File: src/rtl/rv32i_arb_pkg.sv
// Shared types for the RV32I memory-port arbiter: FSM state encoding and requester ids.
package rv32i_arb_pkg;

  typedef enum logic [1:0] {
    IDLE   = 2'd0,
    GRANT0 = 2'd1,
    GRANT1 = 2'd2
  } arb_state_t;

  localparam logic REQ_IFETCH = 1'b0;
  localparam logic REQ_LSU    = 1'b1;

endpackage

File: src/rtl/two_to_1_mux.sv
// Plain 2:1 multiplexer: sel=0 passes input_1, sel=1 passes input_2.
module two_to_1_mux #(
  parameter int DWIDTH = 32
) (
  input  logic [DWIDTH-1:0] input_1,
  input  logic [DWIDTH-1:0] input_2,
  input  logic              sel,
  output logic [DWIDTH-1:0] mux_out
);

  assign mux_out = sel ? input_2 : input_1;

endmodule

File: src/rtl/mem_port_arbiter.sv
// Round-robin owner of the single RV32I memory port shared by instruction fetch (0)
// and the load/store unit (1), with completion pulses, read-data return and timeout.
module mem_port_arbiter
  import rv32i_arb_pkg::*;
#(
  parameter int AWIDTH  = 32,
  parameter int DWIDTH  = 32,
  parameter int TIMEOUT = 16
) (
  input  logic              clk,
  input  logic              rst_n,
  input  logic              req0,
  input  logic              req1,
  input  logic [AWIDTH-1:0] addr0,
  input  logic [AWIDTH-1:0] addr1,
  input  logic [DWIDTH-1:0] wdata0,
  input  logic [DWIDTH-1:0] wdata1,
  input  logic              we0,
  input  logic              we1,
  output logic              gnt0,
  output logic              gnt1,
  output logic              done0,
  output logic              done1,
  output logic [DWIDTH-1:0] rdata,
  output logic              err,
  output logic              mem_req,
  output logic              mem_we,
  output logic [AWIDTH-1:0] mem_addr,
  output logic [DWIDTH-1:0] mem_wdata,
  input  logic              mem_ack,
  input  logic [DWIDTH-1:0] mem_rdata,
  output logic              sel
);

  localparam int            CW       = (TIMEOUT > 0) ? $clog2(TIMEOUT + 1) : 1;
  localparam logic [CW-1:0] CNT_LAST = (TIMEOUT > 0) ? CW'(TIMEOUT - 1) : '0;
  localparam logic [CW-1:0] CNT_SAT  = CW'(TIMEOUT);

  arb_state_t          r_state;
  arb_state_t          w_next_state;
  logic                r_last_gnt;
  logic                r_sel;
  logic [CW-1:0]       r_cnt;
  logic                r_done0;
  logic                r_done1;
  logic                r_err;
  logic [DWIDTH-1:0]   r_rdata;

  logic w_elig0;
  logic w_elig1;
  logic w_owner;
  logic w_granted;
  logic w_ack;
  logic w_timeout;
  logic w_release;

  // A requester whose done pulse is showing may still hold req; it must not win again.
  assign w_elig0   = req0 && !r_done0;
  assign w_elig1   = req1 && !r_done1;
  assign w_owner   = (r_state == GRANT1);
  assign w_granted = (r_state != IDLE);
  assign w_ack     = w_granted && mem_ack;
  assign w_timeout = w_granted && !mem_ack && (TIMEOUT != 0) && (r_cnt == CNT_LAST);
  assign w_release = w_ack || w_timeout;

  // NOTE: sequential state uses non-blocking (<=) so every flop samples pre-edge values.
  always_ff @(posedge clk or negedge rst_n) begin
    if (!rst_n) begin
      r_state <= IDLE;
    end else begin
      r_state <= w_next_state;
    end
  end

  // NOTE: every always_comb output gets a default first, otherwise a latch is inferred.
  always_comb begin
    w_next_state = r_state;
    unique case (r_state)
      IDLE: begin
        if (w_elig0 && w_elig1) begin
          w_next_state = (r_last_gnt == REQ_LSU) ? GRANT0 : GRANT1;
        end else if (w_elig0) begin
          w_next_state = GRANT0;
        end else if (w_elig1) begin
          w_next_state = GRANT1;
        end
      end
      GRANT0, GRANT1: begin
        if (w_release) w_next_state = IDLE;
      end
      default: w_next_state = IDLE;
    endcase
  end

  always_comb begin
    gnt0    = 1'b0;
    gnt1    = 1'b0;
    mem_we  = 1'b0;
    unique case (r_state)
      GRANT0: begin
        gnt0   = 1'b1;
        mem_we = we0;
      end
      GRANT1: begin
        gnt1   = 1'b1;
        mem_we = we1;
      end
      default: ;
    endcase
    mem_req = gnt0 || gnt1;
  end

  // Completion bookkeeping; the counter sits at zero while idle so each grant starts clean.
  always_ff @(posedge clk or negedge rst_n) begin
    if (!rst_n) begin
      r_last_gnt <= REQ_LSU;
      r_sel      <= REQ_IFETCH;
      r_cnt      <= '0;
      r_done0    <= 1'b0;
      r_done1    <= 1'b0;
      r_err      <= 1'b0;
      r_rdata    <= '0;
    end else begin
      r_done0 <= 1'b0;
      r_done1 <= 1'b0;
      r_err   <= 1'b0;
      r_rdata <= '0;
      if (!w_granted) begin
        r_cnt <= '0;
        if (w_next_state == GRANT0) begin
          r_sel <= REQ_IFETCH;
        end else if (w_next_state == GRANT1) begin
          r_sel <= REQ_LSU;
        end
      end else if (w_release) begin
        r_done0    <= !w_owner;
        r_done1    <= w_owner;
        r_err      <= w_timeout;
        r_last_gnt <= w_owner;
        if (w_ack && !mem_we) r_rdata <= mem_rdata;
      end else if (r_cnt != CNT_SAT) begin
        r_cnt <= r_cnt + CW'(1);
      end
    end
  end

  assign done0 = r_done0;
  assign done1 = r_done1;
  assign err   = r_err;
  assign rdata = r_rdata;
  assign sel   = r_sel;

  two_to_1_mux #(.DWIDTH(AWIDTH)) u_addr_mux (
    .input_1 (addr0),
    .input_2 (addr1),
    .sel     (r_sel),
    .mux_out (mem_addr)
  );

  two_to_1_mux #(.DWIDTH(DWIDTH)) u_wdata_mux (
    .input_1 (wdata0),
    .input_2 (wdata1),
    .sel     (r_sel),
    .mux_out (mem_wdata)
  );

endmodule

File: config.mk
export PLATFORM = sky130hd
export DESIGN_NAME = mem_port_arbiter
export DESIGN_NICKNAME = d
export VERILOG_FILES = /design/src/rtl/rv32i_arb_pkg.sv /design/src/rtl/two_to_1_mux.sv /design/src/rtl/mem_port_arbiter.sv
export SDC_FILE = /design/constraint.sdc
export NUM_CORES = 1
export LEC_CHECK = 0
export BUFFER_PORTS_ARGS = -buffer_cell sky130_fd_sc_hd__buf_2
export CELL_PAD_IN_SITES_DETAIL_PLACEMENT = 1
export CELL_PAD_IN_SITES_GLOBAL_PLACEMENT = 2
export CORE_ASPECT_RATIO = 1.5
export CORE_MARGIN = 4
export CORE_UTILIZATION = 20
export DETAILED_ROUTE_END_ITERATION = 10
export HOLD_SLACK_MARGIN = 0.06
export PLACE_DENSITY = 0.83
export SKIP_CTS_REPAIR_TIMING = 1
export SYNTH_ARGS = -nofsm -noshare
export SYNTH_HDL_FRONTEND = slang
export SYNTH_HIERARCHICAL = 1
export SYNTH_SLANG_ARGS = --single-unit
File: constraint.sdc
create_clock -name clk -period 2.6 [get_ports clk]
set_input_delay 0.26 -clock clk [delete_from_list [all_inputs] [get_ports clk]]
set_output_delay 0.26 -clock clk [all_outputs]
set_load 0.005 [all_outputs]
== Word level (Yosys, flattened, before mapping) ==
Cells that the tools add are included.
W data, S select, Z words.

* Register bits: 44
* Bits in latches: 0
* Bits in writable memories: 0
* Bits in read-only memories: 0
* Bits of input ports: 167
* Word-level logic and storage cells: 64
* Memories kept: 0

* Add/sub/neg operators: 1
* $mul: 0
* Divide/modulo/power cells: 0
* Order comparisons: 0
* Equal/unequal tests: 8
* Shift-type cells: 0
* Multiplexer cells: 25
* Bitwise operators: 1
* Reduce and logical (&&, ||, !) cells: 21

{| class="wikitable"
|+ Operators by type and width
! operator !! number
|-
| $mux W32 || 5
|-
| $mux W5 || 3
|-
| $mux W1 || 10
|-
| $mux W2 || 5
|-
| $logic_and A1 B1 Y1 || 7
|-
| $reduce_and A2 Y1 || 3
|-
| $add A5 B1 Y5 const B || 1
|-
| $eq A5 B4 Y1 const B || 1
|-
| $logic_not A1 Y1 || 5
|-
| $ne A5 B5 Y1 const B || 1
|-
| $eq A2 B1 Y1 const B || 2
|-
| $eq A2 B2 Y1 const B || 2
|-
| $pmux W2 S2 || 1
|-
| $reduce_bool A2 Y1 || 2
|-
| $logic_not A2 Y1 || 1
|-
| $logic_or A1 B1 Y1 || 2
|-
| $ne A2 B1 Y1 const B || 1
|-
| $ne A2 B2 Y1 const B || 1
|-
| $pmux W1 S2 || 1
|-
| $reduce_or A2 Y1 || 1
|-
| $not A1 Y1 || 1
|}

== Depth between registers and ports, before layout ==
Gate-level depths: netlist of the first run.

* Word-level depth: 9
* Mapped depth: 9
* Depth with buffers taken out: 9

== Hierarchy ==
Netlist of the first run, hierarchy kept.

{| class="wikitable"
|+ Modules (own cells, without submodules)
! module !! instances !! cells an instance !! area each (sq um) !! seq. area each (sq um)
|-
| mem_port_arbiter || 1 || 138 || 1,774.2 || 1,102.3
|-
| two_to_1_mux || 2 || 36 || 544.3 || 0.0
|}

== Least setup slack after synthesis of the first run ==
No wires, ideal clock.

* Kind: flip-flop to flip-flop
* From: register r_cnt[0]
* To: register r_sel (netlist: sel)
* Data arrival time: 1,953 ps
* Data required time: 2,472 ps
* Slack: 519 ps
* Cell stages (with the launch flop): 10
* Cell sequence: dfrtp_1 -> ha_1 -> and3_1 -> ha_1 -> o21bai_2 -> nand3_1 -> and3_1 -> ha_1 -> o21ai_0 -> o31ai_1

* Word-level cells in the longest chain between the ends: 8
* Elaborated cells between the ends (all ways): 10

{| class="wikitable"
|+ Ends and longest elaborated chain
! item !! line !! RTL
|-
| start, declared || mem_port_arbiter.sv:43 || <nowiki>logic [CW-1:0] r_cnt;</nowiki>
|-
| start signal, assigned || mem_port_arbiter.sv:142 || <nowiki>r_cnt <= r_cnt + CW'(1);</nowiki>
|-
| $eq A5 B4 Y1 * || mem_port_arbiter.sv:63 || <nowiki>assign w_timeout = w_granted && !mem_ack && (TIMEOUT != 0) && (r_cnt == CNT_LAST);</nowiki>
|-
| $logic_and A1 B1 Y1 * || mem_port_arbiter.sv:63 ||
|-
| $logic_or A1 B1 Y1 * || mem_port_arbiter.sv:64 || <nowiki>assign w_release = w_ack || w_timeout;</nowiki>
|-
| $mux W2 * || mem_port_arbiter.sv:89 || <nowiki>if (w_release) w_next_state = IDLE;</nowiki>
|-
| $pmux W2 S2 * || mem_port_arbiter.sv:78 || <nowiki>unique case (r_state)</nowiki>
|-
| $eq A2 B1 Y1 or $eq A2 B2 Y1 (tied branches) || mem_port_arbiter.sv:130, mem_port_arbiter.sv:132 ||
|-
| $reduce_bool A2 Y1 (no line) || - ||
|-
| $reduce_and A2 Y1 (no line) || - ||
|-
| end signal, assigned || mem_port_arbiter.sv:117 || <nowiki>r_sel <= REQ_IFETCH;</nowiki>
|-
| end signal, assigned || mem_port_arbiter.sv:131 || <nowiki>r_sel <= REQ_IFETCH;</nowiki>
|-
| end signal, assigned || mem_port_arbiter.sv:133 || <nowiki>r_sel <= REQ_LSU;</nowiki>
|-
| end, declared || mem_port_arbiter.sv:42 || <nowiki>logic r_sel;</nowiki>
|}

Every way passes the cells marked *; elsewhere a longest branch is shown, timed or not.
A chain may end at the register's enable or synchronous reset.

== Worst setup path in the final report of the first run ==
* From: register r_state[1]
* To: register r_sel (netlist: sel)

* Word-level cells in the longest chain between the ends: 9
* Elaborated cells between the ends (all ways): 20

{| class="wikitable"
|+ Ends and longest elaborated chain
! item !! line !! RTL
|-
| start, declared || mem_port_arbiter.sv:39 || <nowiki>arb_state_t r_state;</nowiki>
|-
| start signal, assigned || mem_port_arbiter.sv:71 || <nowiki>r_state <= w_next_state;</nowiki>
|-
| $reduce_bool A2 Y1 || mem_port_arbiter.sv:61 || <nowiki>assign w_granted = (r_state != IDLE);</nowiki>
|-
| $logic_and A1 B1 Y1 (2 in a row) || mem_port_arbiter.sv:63 ||
|-
| $logic_or A1 B1 Y1 || mem_port_arbiter.sv:64 ||
|-
| $mux W2 || mem_port_arbiter.sv:89 ||
|-
| $pmux W2 S2 || mem_port_arbiter.sv:78 ||
|-
| $eq A2 B1 Y1 or $eq A2 B2 Y1 (tied branches) || mem_port_arbiter.sv:130, mem_port_arbiter.sv:132 ||
|-
| $reduce_bool A2 Y1 (no line) || - ||
|-
| $reduce_and A2 Y1 (no line) || - ||
|}

Several ways; a longest one is shown, not always the timed one.

==> results of run 1 <==
-- path summary, 6_finish.rpt --
kind                                    to  slack [ps]  cells after the start           from
worst max-delay path                   sel         300                      8     r_state[1]
max in group asynchronous        rdata[11]        1910                      2          rst_n
worst min-delay path              rdata[9]          30                      1          rst_n
min in group clk                 rdata[24]         180                      2  mem_rdata[24]
worst min register to register  r_last_gnt         530                      1     r_last_gnt
worst max register to register         sel         300                      8     r_state[1]
-- power by group --
part / switching, mW / internal, mW
Sequential: 0.118 / 0.848
Clock: 0.250 / 0.383
Combinational: 0.940 / 1.19
-- sequential cells by signal, indices dropped and copies added (netlist names) --
| name | flops |
|---|---|
| sel | 1 |
| r_last_gnt | 1 |
| done1 | 1 |
| r_state | 2 |
| rdata | 32 |
| done0 | 1 |
| r_cnt | 5 |
| err | 1 |
-- cells in the mapped netlist --
cell type / number
nand4_1: 1
nor3b_1: 2
and2_1: 32
inv_2: 1
buf_6: 3
buf_12: 6
and4bb_4: 1
mux2_4: 61
mux2i_1: 2
o21ai_1: 1
ha_1: 8
dfstp_2: 1
or3_1: 1
nor3_4: 1
and2b_1: 1
and3_1: 2
buf_4: 3
o21bai_2: 1
o21ai_0: 1
xnor2_1: 1
o211ai_1: 1
a211o_1: 1
o211a_1: 1
dfrtp_1: 43
nand2b_1: 1
mux2_2: 4
nand3_1: 2
nor2_1: 7
nor2b_1: 3
nor3_1: 1
o31ai_1: 1
inv_1: 7
mux2_1: 1
a22oi_1: 2
o21a_1: 1
nand2_1: 2
a21o_1: 1
nand2b_4: 1
-- final cells by class --
class | count | area (um2)
clock buffer | 8 | 146
multi-input combinational | 146 | 1550
inverter | 8 | 30.0
tap | 192 | 240
antenna | 1 | 2.50
sequential | 44 | 1110
fill | 1678 | 9590
timing repair buffer | 273 | 1390
-- metrics by stage --
| stage | area, um2 | power, mW | hold slack (ps) | std cells |
|---|---|---|---|---|
| after floorplan | 2860 | 2.51 | -35.6 | 210 |
| after global routing | 4470 | 4.00 | 88.4 | 672 |
| after CTS | 4460 | 3.81 | 42.9 | 671 |
| after global placement | 4320 | 3.09 | 349 | 663 |
| final | 4470 | 3.73 | 32.5 | 672 |
| after detailed placement | 4320 | 3.16 | 350 | 663 |
-- metal layers --
metal,up-vias,global-route usage,share of wire
met3,21,0.0868,0.16
li1,1249,-,-
met2,208,0.271,0.50
met5,-,0,0.0066
met1,1229,0.141,0.32
met4,12,0.0352,0.014
-- cell families after synthesis --
logic type               count (synthesis)
AO/OA/AOI/OAI                           11
XOR/XNOR                                 1
flip-flops                              44
adder cells (fa/ha/maj)                  8
buffers and inverters                   20
AND/OR/NAND/NOR                         58
multiplexers                            68
==> flow_metrics.tcl, run 1 <==
set metrics [dict create \
    vdd_drop_max_v 0.000731 \
    grt_pass1_vias 3096 \
    ios 271 \
    crit_path_start_kind "register" \
    antenna_found_initial 7 \
    clock-sinks 44 \
    synth_top_family_by_area "multiplexers" \
    critPathBufInv 1 \
    numPortBuffers 270 \
    skew_ps 8.66 \
    fin_util 0.318 \
    post-route-drc-count 0 \
    synth_fa_ha_area_frac 0.0350 \
    die_w_um 106 \
    via_per_inst 4.05 \
    setup_viol_count_final 0 \
    cts_buffers 5 \
    rsz0062_at_grt "no" \
    timing.final.max_slew_violations 0 \
    netlist_instances 210 \
    start_util 0.204 \
    drt-initial-drc-count 60 \
    place_ws_ps 328 \
    path_cells "inv_1, ha_1, nand2b_4, or3_1, and3_1, ha_1, o21ai_0, o31ai_1" \
    timing.setup.tns_ps 0 \
    core-area_um2 14100 \
    cts_tree "built" \
    yosys.area.top_type "dfrtp_1" \
    hpwl_um 11100 \
    synth-xor-area-share 0.00306 \
    die-area_um2 16300 \
    finalCriticalPeriod_ps 2300 \
    syn-num-nets 385 \
    die_y_um 155 \
    synth_area_um2 2860 \
    synthToLayoutAreaGrowth_pct 56.0 \
    layout.nets 653 \
    synth_top_area_frac 0.376 \
    dr_total_vias 2719 \
    seq_area_frac_synth 0.385 \
    crit_slowest_cell "ha_1" \
    cp_max_fo 10 \
    finalHoldViolCount 0 \
    ant_nets 0 \
    routed_wl_um 12500 \
    clkLatencyLatePin_ps 280 \
    leakage_nw 2.61 \
    fin_ws_ps 304 \
    wl_per_cell_um 18.6 \
    htreeDepth 2 \
    yosysUniqueCellTypes 38 \
    overflow 0 \
    crit_type "register to register" \
    synth_simple_gate_area_frac 0.128 \
    path_clk_slew_ps 60 \
    mostFrequentLayoutCell "buf_2" \
    synth_area_leaders "dfrtp_1, mux2_4, and2_1" \
    finalCritPeriodShare 0.883 \
    final_layout_size_suffix_gt1_frac 0.733 \
    crit_family "adder cells" \
    worst_pin_slew_ps 723 \
    synth_area_per_cell_um2 13.6 \
    clockBufferDepth 2 \
    final_cell_mix "buf_2, mux2_4, dfrtp_1" \
    required_ps 2770 \
    synth-compound-area-share 0.0297 \
    max_freq_mhz 435 \
    first_pass_iters 4 \
    power.density_nw_per_um2 836 \
    max_stage_delay_ps 440 \
    maxCapViolCount 0 \
    slew_headroom 0.518 \
    hold_class "input pin to asynchronous set/reset pin" \
    grt_use_total 0.148 \
    status "finished clean" \
    cts_root_buf "clkbuf_16" \
    grt_start_max_net_pins 36 \
    gp_congestion 0.758 \
    cpMostUsedCell "ha_1" \
    synth_seq_cells 44 \
    grt_pass1_wl_um 18300 \
    critPathCaptureType "register" \
    synthMuxAreaShare 0.347 \
    ys_warn_count 6 \
    fp-row-count 53 \
    arrival_ps 2460 \
]
Power figures use the tool's default switching activity.
==> run 2, diff against run 1 <==
- CORE_MARGIN: 4 -> default
- SKIP_CTS_REPAIR_TIMING: 1 -> default
==> flow_metrics.tcl, run 2 (synthesis gave the netlist of run 1 again) <==
set metrics [dict create \
    status "finished clean" \
    timing.final.max_slew_violations 0 \
    gp_congestion 0.741 \
    crit_path_start_kind "register" \
    grt_pass1_vias 2853 \
    largest_reg_flops 32 \
    fillers 1655 \
    p_sw_mw 1.26 \
    routed_wl_um 9400 \
    cts_root_buf "clkbuf_16" \
    hpwl_um 8070 \
    post-route-drc-count 0 \
    cts_tree "built" \
    clkPwrFrac 0.200 \
    p_total_mw 3.81 \
    dp.cells 664 \
    antenna_found_initial 0 \
    fin_ws_ps 262 \
    numPortBuffers 270 \
    seq_power_share 0.268 \
    die-area_um2 14800 \
    final_cell_mix "buf_2, mux2_4, dfrtp_1" \
    vdd_drop_max_v 0.000674 \
    synthToLayoutAreaGrowth_pct 57.8 \
    fp-row-count 53 \
    dr_total_vias 2719 \
    core-area_um2 14000 \
    start_util 0.205 \
    required_ps 2770 \
    netSwitchingFraction 0.330 \
    power.density_nw_per_um2 844 \
    overflow 0 \
    path_clk_slew_ps 60 \
    finalHoldViolCount 0 \
    finalCriticalPeriod_ps 2340 \
    clockBufferDepth 2 \
    final_layout_size_suffix_gt1_frac 0.736 \
    critPathCaptureType "register" \
    crit_type "register to register" \
    fin_area_um2 4520 \
    place_ws_ps 274 \
    grt_use_total 0.118 \
    htreeDepth 2 \
    hold_class "input pin to register" \
    ios 271 \
    place_area_um2 4320 \
    setup_viol_count_final 0 \
    maxCapViolCount 0 \
    mostFrequentLayoutCell "buf_2" \
    skew_ps 3.04 \
    worst_pin_slew_ps 716 \
    drt-initial-drc-count 14 \
    grt_pass1_wl_um 13900 \
    pwr-share-comb 0.532 \
    max_freq_mhz 428 \
    cp_max_fo 5 \
    clock-sinks 44 \
    post_cts_buffers 0 \
    timing.setup.tns_ps 0 \
    arrival_ps 2510 \
    rsz0062_at_grt "no" \
    die_w_um 99.7 \
    n_antenna_cell 0 \
    cts_buffers 5 \
    layoutNonFillerInstCount 673 \
    via_per_inst 4.04 \
    first_pass_iters 4 \
    slew_headroom 0.523 \
    internal_power_mw 2.55 \
    leakage_nw 2.64 \
    clkLatencyLatePin_ps 290 \
    wl_per_cell_um 14.0 \
    layout.nets 655 \
    die_y_um 149 \
    ant_nets 0 \
    grt_start_max_net_pins 33 \
    finalCritPeriodShare 0.899 \
]
-- run 2: cell type report --
type | count | area, um2 | share of cell area
clock buffers | 7 | 153 | 0.0338
clock inverters | 1 | 30.0 | 0.00665
repair buffers | 275 | 1400 | 0.311
multi-input cells | 146 | 1550 | 0.344
well taps | 192 | 240 | 0.0532
flip-flops and latches | 44 | 1110 | 0.245
inverters | 8 | 30.0 | 0.00665
-- run 2: what timing repair did --
| item | in CTS | in global routing |
|---|---|---|
| hold endpoints to repair | 26 | 0 |
| hold buffers | 1 | 0 |
| gates resized for setup | 0 | 0 |
-- run 2: metal layers --
metal / GRT usage / part of all wire / vias up
met3: 0.0367 / 0.098 / 8
li1: - / - / 1253
met5: 0 / 0 / -
met2: 0.241 / 0.57 / 172
met4: 0.0265 / 0.0092 / 0
met1: 0.109 / 0.33 / 1286
-- run 2: per-stage QoR --
stage | util | hold WS, ps
after floorplan | - | -35.6
after global placement | 0.309 | 306
after detailed placement | 0.309 | 311
after CTS | 0.323 | 174
after global routing | 0.323 | 170
final | 0.323 | 177
-- run 2: final timing paths --
check | start | end | slack (ps) | cells after the start
worst min register to register | r_last_gnt | r_last_gnt | 530 | 1
min in group asynchronous | rst_n | rdata[2] | 520 | 2
worst max-delay path | r_cnt[0] | sel | 260 | 9
worst max register to register | r_cnt[0] | sel | 260 | 9
max in group asynchronous | rst_n | rdata[19] | 1420 | 3
worst min-delay path | mem_rdata[21] | rdata[21] | 180 | 2
-- run 2: power groups by stage --
stage               logic [mW]  registers [mW]  clock network [mW]
finish                    2.03            1.02               0.763
global route              2.19            1.05               0.806
global placement          2.00            1.03                   0
CTS                       2.06            1.03               0.780
floorplan                 1.57           0.937                   0
detailed placement        2.05            1.04                   0
-- run 2: worst max-delay path, cell delays in order (launching register included) --
cell and delay (ps):
dfrtp_1 410, ha_1 240, and3_1 190, ha_1 270, o21bai_2 250, nand3_1 140
and3_1 200, ha_1 280, o21ai_0 150, o31ai_1 80
==> run 3, diff against run 2 <==
- CORE_ASPECT_RATIO: 1.5 -> default
==> flow_metrics.tcl, run 3 (synthesis gave the netlist of run 1 again) <==
set metrics [dict create \
    status "finished clean" \
    startpoint "r_state[1]" \
    max_freq_mhz 437 \
    antenna_found_initial 0 \
    grt_use_total 0.125 \
    htreeDepth 2 \
    ff2ff_setup_slack_ps 310 \
    grt_pass1_wl_um 14300 \
    maxCapViolCount 0 \
    fp-row-count 43 \
    internal_power_mw 2.50 \
    post_cts_buffers 0 \
    clock-sinks 44 \
    ios 271 \
    mostFrequentLayoutCell "buf_2" \
    p_sw_mw 1.26 \
    clockBufferDepth 2 \
    post-route-drc-count 0 \
    netSwitchingFraction 0.336 \
    worst_pin_slew_ps 717 \
    largest_reg_flops 32 \
    hpwl_um 8420 \
    rsz0062_at_grt "no" \
    vdd_drop_max_v 0.000601 \
    seq_power_share 0.266 \
    ctsResizeCount 0 \
    path_cells "inv_1, ha_1, nand2b_4, or3_1, and3_1, ha_1, o21ai_0, o31ai_1" \
    required_ps 2770 \
    finalCriticalPeriod_ps 2290 \
    fin_hold_ws_ps 176 \
    leakage_nw 2.63 \
    die_y_um 122 \
    drt-initial-drc-count 45 \
    cts_root_buf "clkbuf_16" \
    synthToLayoutAreaGrowth_pct 57.0 \
    critPathCaptureType "register" \
    crit_family "adder cells" \
    crit_cells 8 \
    crit_slowest_cell "ha_1" \
    n_antenna_cell 0 \
    die-area_um2 14800 \
    start_util 0.205 \
    pwr-share-comb 0.545 \
    grt_pass1_vias 2907 \
    numPortBuffers 270 \
    setup_viol_count_final 0 \
    cp_max_fo 10 \
    timing.setup.tns_ps 0 \
    r2r_start "r_state[1]" \
    cts_tree "built" \
    grt_start_max_net_pins 33 \
    gp_congestion 0.786 \
    layout.nets 656 \
    finalCritPeriodShare 0.879 \
    dr_total_vias 2693 \
    r2r_cells 8 \
    hold_buffers 1 \
    hold_class "input pin to register" \
    fillers 1648 \
    skew_ps 5.24 \
    routed_wl_um 9720 \
    arrival_ps 2460 \
    clkPwrFrac 0.189 \
    die_w_um 122 \
    final_layout_size_suffix_gt1_frac 0.737 \
    timing.final.max_slew_violations 0 \
    p_total_mw 3.76 \
    wl_per_cell_um 14.7 \
    via_per_inst 4.07 \
    worstReg2RegEnd "sel" \
    cts_buffers 5 \
    core-area_um2 13900 \
    endpoint "sel" \
    slew_headroom 0.522 \
    ant_nets 0 \
    final_cell_mix "buf_2, mux2_4, dfrtp_1" \
    clkLatencyLatePin_ps 290 \
    cpMostUsedCell "ha_1" \
    max_stage_delay_ps 430 \
    first_pass_iters 4 \
    overflow 0 \
    crit_type "register to register" \
    crit_path_start_kind "register" \
    power.density_nw_per_um2 837 \
    path_clk_slew_ps 60 \
    finalHoldViolCount 0 \
    critPathBufInv 1 \
]
## run 3: cell count changes in the layout (fill, tap and decap cells not counted), sizes merged
cell      delta
clkbuf       -2
buf          +1
clkinv       +1
clkinvlp     +1
## run 3: area by class of cell
type / instances / area (um2) / share of cell area
Clock buffer: 5 / 125 / 0.0278
Clock inverter: 3 / 42.5 / 0.00947
Inverter: 8 / 30.0 / 0.00668
Multi-Input combinational cell: 146 / 1550 / 0.346
Sequential cell: 44 / 1110 / 0.246
Tap cell: 180 / 225 / 0.0501
Timing Repair Buffer: 276 / 1410 / 0.314
## run 3: worst min-delay path by stage
stage	endpoint	cells after the start	startpoint	slack, ps
final	rdata[5]	2	mem_rdata[5]	180
after global routing	rdata[31]	2	mem_rdata[31]	180
after CTS	rdata[5]	2	mem_rdata[5]	170
after detailed placement	rdata[4]	1	rst_n	330
after global placement	rdata[27]	1	rst_n	320
after floorplan	done0	0	rst_n	-40
## run 3: metrics by stage
step | setup WS [ps] | instances | area (um2) | utilization
3_3_place_gp | 384 | 653 | 4320 | 0.310
2_1_floorplan | 519 | 210 | 2860 | -
5_1_grt | 138 | 662 | 4490 | 0.323
3_5_place_dp | 323 | 653 | 4320 | 0.310
6_report | 314 | 662 | 4490 | 0.323
4_1_cts | 313 | 662 | 4490 | 0.323
## run 3: worst reg2reg max path, cell delays in order, from the launching register on
cell      delay (ps)
dfrtp_1          410
inv_1            120
ha_1             430
nand2b_4          80
or3_1            390
and3_1           220
ha_1             290
o21ai_0          150
o31ai_1           90
## run 3: power by group through the flow
stage	sequential, mW	clock (mW)	combinational, mW
finish	1.00	0.712	2.05
global route	1.03	0.753	2.24
CTS	1.01	0.732	2.09
detailed placement	1.02	0	2.08
global placement	1.01	0	2.02
floorplan	0.937	0	1.57
## run 3: routing by layer
| metal | vias up | part of all wire | global-route usage |
|---|---|---|---|
| met4 | 0 | 0.017 | 0.0370 |
| met5 | - | 0 | 0 |
| li1 | 1260 | - | - |
| met2 | 158 | 0.52 | 0.244 |
| met3 | 10 | 0.11 | 0.0403 |
| met1 | 1265 | 0.36 | 0.125 |
